===== src/rtl/loader_pkg.sv =====
// Shared definitions for the program loader: FSM state encoding, the word
// access funct3 code and the default load base address.
package loader_pkg;

  typedef enum logic [1:0] {
    IDLE    = 2'd0,
    COLLECT = 2'd1,
    WRITE   = 2'd2,
    DONE    = 2'd3
  } state_t;

  localparam logic [2:0]  FUNCT3_WORD       = 3'b010;
  localparam logic [31:0] DEFAULT_BASE_ADDR = 32'h0100_0000;

endpackage


===== src/rtl/program_loader.sv =====
// Streams a little-endian byte image into consecutive memory words starting
// at BASE_ADDR, holding the core in reset until the whole image is written.
module program_loader
  import loader_pkg::*;
#(
  parameter int                AWIDTH    = 32,
  parameter int                DWIDTH    = 32,
  parameter logic [AWIDTH-1:0] BASE_ADDR = DEFAULT_BASE_ADDR,
  parameter int                MAX_WORDS = 1024
) (
  input  logic              clk,
  input  logic              rst,
  input  logic              start_i,
  input  logic [15:0]       len_words_i,
  input  logic              byte_valid_i,
  input  logic [7:0]        byte_data_i,
  output logic              byte_ready_o,
  output logic [AWIDTH-1:0] mem_addr_o,
  output logic [DWIDTH-1:0] mem_data_o,
  output logic              mem_write_en_o,
  output logic              mem_read_en_o,
  output logic [2:0]        mem_funct3_o,
  output logic              core_rst_o,
  output logic              busy_o,
  output logic              done_o,
  output logic              error_o,
  output state_t            state_o
);

  // Byte handshake: a byte moves on a rising edge exactly when byte_valid_i
  // and byte_ready_o are both 1 in the preceding cycle; the source must hold
  // byte_data_i stable while byte_valid_i is high and ready is low.

  localparam logic [16:0] MAX_LEN = 17'(MAX_WORDS);

  state_t      state_q, state_d;
  logic [15:0] len_q;
  logic [15:0] word_cnt_q;
  logic [1:0]  byte_cnt_q;
  logic [31:0] word_q;

  logic len_legal;
  logic load_ok;
  logic load_bad;
  logic accept;
  logic last_word;

  assign len_legal = (len_words_i != 16'd0) && ({1'b0, len_words_i} <= MAX_LEN);

  always_comb begin
    state_d   = state_q;
    load_ok   = 1'b0;
    load_bad  = 1'b0;
    accept    = 1'b0;
    last_word = (word_cnt_q == (len_q - 16'd1));
    case (state_q)
      IDLE: begin
        if (start_i) begin
          if (len_legal) begin
            load_ok = 1'b1;
            state_d = COLLECT;
          end else begin
            load_bad = 1'b1;
          end
        end
      end
      COLLECT: begin
        if (byte_valid_i) begin
          accept = 1'b1;
          if (byte_cnt_q == 2'd3) state_d = WRITE;
        end
      end
      WRITE:   state_d = last_word ? DONE : COLLECT;
      DONE:    state_d = IDLE;
      default: state_d = IDLE;
    endcase
  end

  always_ff @(posedge clk) begin
    if (rst) begin
      state_q        <= IDLE;
      len_q          <= '0;
      word_cnt_q     <= '0;
      byte_cnt_q     <= '0;
      word_q         <= '0;
      done_o         <= 1'b0;
      error_o        <= 1'b0;
      mem_write_en_o <= 1'b0;
      mem_addr_o     <= '0;
      mem_data_o     <= '0;
    end else begin
      state_q        <= state_d;
      error_o        <= load_bad;
      done_o         <= (state_d == DONE);
      mem_write_en_o <= (state_d == WRITE);
      if (load_ok) begin
        len_q      <= len_words_i;
        word_cnt_q <= '0;
        byte_cnt_q <= '0;
      end
      if (accept) begin
        word_q[{byte_cnt_q, 3'b000} +: 8] <= byte_data_i;
        byte_cnt_q                        <= byte_cnt_q + 2'd1;
        // Output registers only move when a word completes, so they stay
        // stable while the next word is being collected.
        if (byte_cnt_q == 2'd3) begin
          mem_addr_o <= BASE_ADDR + AWIDTH'({word_cnt_q, 2'b00});
          mem_data_o <= DWIDTH'({byte_data_i, word_q[23:0]});
        end
      end
      if ((state_q == WRITE) && !last_word) word_cnt_q <= word_cnt_q + 16'd1;
    end
  end

  assign busy_o        = (state_q != IDLE) && !rst;
  assign byte_ready_o  = (state_q == COLLECT) && !rst;
  assign core_rst_o    = rst | busy_o;
  assign mem_read_en_o = 1'b0;
  assign mem_funct3_o  = FUNCT3_WORD;
  assign state_o       = state_q;

endmodule

===== config.mk =====
export PLATFORM = sky130hd
export DESIGN_NAME = program_loader
export DESIGN_NICKNAME = d
export VERILOG_FILES = /design/src/rtl/loader_pkg.sv /design/src/rtl/program_loader.sv
export SDC_FILE = /design/constraint.sdc
export NUM_CORES = 1
export LEC_CHECK = 0
export BUFFER_PORTS_ARGS = -buffer_cell sky130_fd_sc_hd__buf_2
export CAP_MARGIN = 20
export CORE_UTILIZATION = 55
export DETAILED_ROUTE_END_ITERATION = 12
export PLACE_DENSITY_LB_ADDON = 0.25
export SYNTH_ARGS = -nofsm -noshare
export SYNTH_HDL_FRONTEND = slang
export SYNTH_SLANG_ARGS = --single-unit

===== constraint.sdc =====
create_clock -name clk -period 3.7 [get_ports clk]
set_input_delay 0.925 -clock clk [delete_from_list [all_inputs] [get_ports clk]]
set_output_delay 0.925 -clock clk [all_outputs]
set_load 0.005 [all_outputs]

==> flow_results.org <==
** Power and ir drop
- Max VDD drop :: ~0.00027 V
- In this run the power density over the cells is between 300 and 400 nW/um2.
- The design draws 0.00204 W.
- For this design the static power due to leakage is 2.41 nW.

** Setup path
- Crit path buf inv count :: 2
- The critical path starts at len_q[0].
- Critical path endpoint category :: register
- Critical path's slowest cell :: o21ai_2
- The largest single stage delay on the critical path is 0.60 ns.
- Worst path top cell family by delay :: simple AND/OR/NAND/NOR gates
- The worst setup path is launched from a register.
- At the worst endpoint, the required time is 3.98 ns.
- The critical path is of the register to register type.
- In this run the worst path has a maximum fanout of 18.
- FF-to-FF Start :: len_q[0]
- Walking the worst path, the cells encountered are inv_1 -> ha_1 -> nor3b_4 -> nand3_2 -> or4b_1 -> o211a_1 -> nand4b_4 -> o21ai_2 -> buf_4 -> a21oi_1 -> a21o_1.
- At the worst endpoint, the arrival time is roughly 3.5 ns.

** Detailed routing
- In this run, the number of DRC markers left after iteration 0 of detailed routing was 129.
- After detailed routing, the met2 layer carries about 6000 um of wire.
- Met3 wire length :: 375 um
- Average vias per placed instance :: around 5.5
- The final route contains 4416 vias.
- The routed design has 11300 um of wire.
- Uppermost routed layer :: met4
- The count of nets left with antenna violations once routing finished came out at 0.
- The detailed router put a total of 4660 um of wire on met1.
- First-pass DRT Iterations :: 13
- Dividing the detail-routed wire length by the instance count gives 14.2 um.
- DRC violation count after routing :: 2

** GRT
- Summed over all layers, the global routing overflow is 0.
- The number of global-route vias before repair is 4257.
- Number of antenna violations at the first check in global routing :: 1
- Entering global routing, the biggest net connects 91 pins.
- Tot GR Track Use :: between 20% and 30%
- First-pass GRT wire length :: 19200 um

** Timing
- For the pin with the worst max-slew slack, the measured transition is ~1 ns.
- The worst path uses 88.2% of the clock period.
- Fmax :: 0.306 GHz
- The clock period could shrink to about 3.3 ns.
- Clock Skews :: ~0.016 ns
- The final hold violation count was 0.
- The final count of pins violating max slew came to 0.
- Final setup violation count :: 0
- Setup_tns :: 0 ns
- Unrepaired setup endpoints after global routing :: false
- The worst pin sits at a relative slew slack of 33.2%.

** Placement
- Quantity of I/O buffers inserted on ports :: 84
- After legalization and detailed placement, the total HPWL measured 8130 um.
- RePlAce Congestion :: 0.858

** Logic synthesis
- Area share of xor/xnor cells in the synthesized design :: 3.25%
- Summing the areas of all and, or, nand and nor instances in the mapped netlist gives 27.6% of the synthesized area.
- The Yosys step of the flow raised 0 warnings.
- Post-synthesis instance area :: ~5100 um2
- Proportion of synthesized area in mux cells :: 2.35%
- Share of the yosys chip area belonging to registers :: between 40 and 50%
- Syn_area_per_cell :: approximately 8.2 um2
- Total of flip-flops plus latches after synthesis :: between 100 and 150
- Counting flops with a built-in enable in the synthesized netlist gives 0.
- Share of synthesized cell area in full adder, half adder and majority cells :: 1.71%
- Summing the areas of all compound-gate instances in the mapped netlist gives 14.4% of the synthesized area.
- Top_reg_cell synth :: dfxtp_1
- In this run, distinct cell masters in the synthesized netlist total 56.
- Fraction of synthesis flops using an asynchronous set or reset pin :: 0%
- After technology mapping, the gate count stands at 623.
- Main combinational cell family by area after synthesis :: simple AND/OR/NAND/NOR gates

** Clock network
- CTS tree :: yes
- Post-CTS Setup Bufs :: 0
- Clock latency on the worst-skew pair, taken at its later pin, is 0.38 ns.
- Maximum clock path buffer count :: 2
- Depth of the CTS H-tree :: 3
- Clock root buffer :: clkbuf_8
- Clock transition at the registers of the reported paths :: about 0.1 ns
- The clock net in this run drives a total of 112 sinks.
- In this run, post-CTS repair resized a total of 0 instances.
- Number of buffers inserted for hold repair after clock tree synthesis :: 0
- In this run, CTS created clock tree buffers numbering 9.

** Floorplanning
- Die Span Y :: 98.4 um
- Effective utilization at floorplan :: 57.8%
- Width of the chip :: 98.4 um
- Die Outline Area :: 9690 um2
- Placeable core region :: 8850 um2
- The initialized floorplan defines 34 standard-cell rows.
- Num ports :: 104

** Run
- Max-Cap Viols :: 0

** Final layout
- The post-route netlist has 17.1% of its cells at a drive strength greater than 1.
- Leaving out fill and tap cells, the most frequent cell in the layout is nand2_1.
- Relative area change from synthesis to final layout :: 11.1%
- Leaving out fill and tap cells, the most frequent cells in the layout are 139 x nand2_1, 112 x dfxtp_1, 84 x a21oi_1, 84 x buf_2, 40 x nand3_1.
- Net count, final :: 719

** Run status
- Status :: finished, violations left
- The checks that failed: design-rule violations.

** Worst hold path
- Min-Delay Path Class :: register to register
- The startpoint identified for the worst hold timing path is mem_addr_o[11].
[logic make-up (layout without fill, tap and decap cells)]
group	after synthesis	after routing
simple gates	284	284
compound gates	124	124
flops	112	112
buf+inv	63	112
xor+xnor	19	19
mux	12	12
fa+ha+maj	7	7
other cells	2	20
[worst paths after layout]
kind	end	slack, ns	cells after the start
setup / recovery	word_cnt_q[5]	0.44	11
hold / removal	mem_addr_o[11]	0.46	2
setup reg to reg	word_cnt_q[5]	0.44	11
hold reg to reg	mem_addr_o[11]	0.46	2
[cells in the mapped netlist, types with 9 or more instances]
cell type	n	area, um2
a21o_1	9	67.6
buf_4	21	158
nor2_1	29	109
a21oi_1	84	420
xnor2_1	12	105
nand3_1	40	200
mux2i_1	12	120
nand2_1	139	522
clkbuf_1	30	113
nor3b_1	11	82.6
dfxtp_1	112	2240
[report_power, final]
part	switching (W)	total (W)	internal (W)	leakage (nW)
Clock	0.000432	0.000761	0.000329	0.105
Combinational	0.0000472	0.0000707	0.0000235	1.40
Sequential	0.00000156	0.00121	0.00121	0.902
Total	0.000480	0.00204	0.00156	2.41
[flip-flops by register name, indices dropped and copies added, names as in the netlist]
register,cells
done_o,1
len_q,16
state_o,2
mem_data_o,32
mem_addr_o,17
error_o,1
byte_cnt_q,2
mem_write_en_o,1
word_q,24
word_cnt_q,16
[metal layers]
layer	track usage [%]	up-vias
li1	-	2222
met1	27.6	2075
met2	45.6	97
met3	4.75	22
met4	7.58	0
met5	0	-
[cell type report]
cell class / instances / area, um2
Fill cell: 806 / 3160
Antenna cell: 1 / 2.50
Multi-Input combinational cell: 465 / 2600
Sequential cell: 112 / 2240
Tap cell: 108 / 135
Clock buffer: 10 / 128
Timing Repair Buffer: 91 / 473
Inverter: 5 / 18.8
Clock inverter: 6 / 81.3
[worst reg2reg max path, cell delays in order (launching register included)]
cell	delay, ns
dfxtp_1	0.39
inv_1	0.08
ha_1	0.29
nor3b_4	0.35
nand3_2	0.15
or4b_1	0.54
o211a_1	0.13
nand4b_4	0.21
o21ai_2	0.60
buf_4	0.24
a21oi_1	0.04
a21o_1	0.15
[per-stage QoR]
stage	worst slack [ns]	hold slack [ns]	area, um2	utilization [%]	cells
floorplan	1.00	0.432	5180	-	640
global placement	0.590	0.439	5470	61.8	781
detailed placement	0.476	0.444	5470	61.8	781
CTS	0.445	0.459	5680	64.2	797
global route	0.148	0.479	5680	64.2	798
finish	0.437	0.457	5680	64.2	798
No activity file was read; power rests on OpenSTA's default activity.
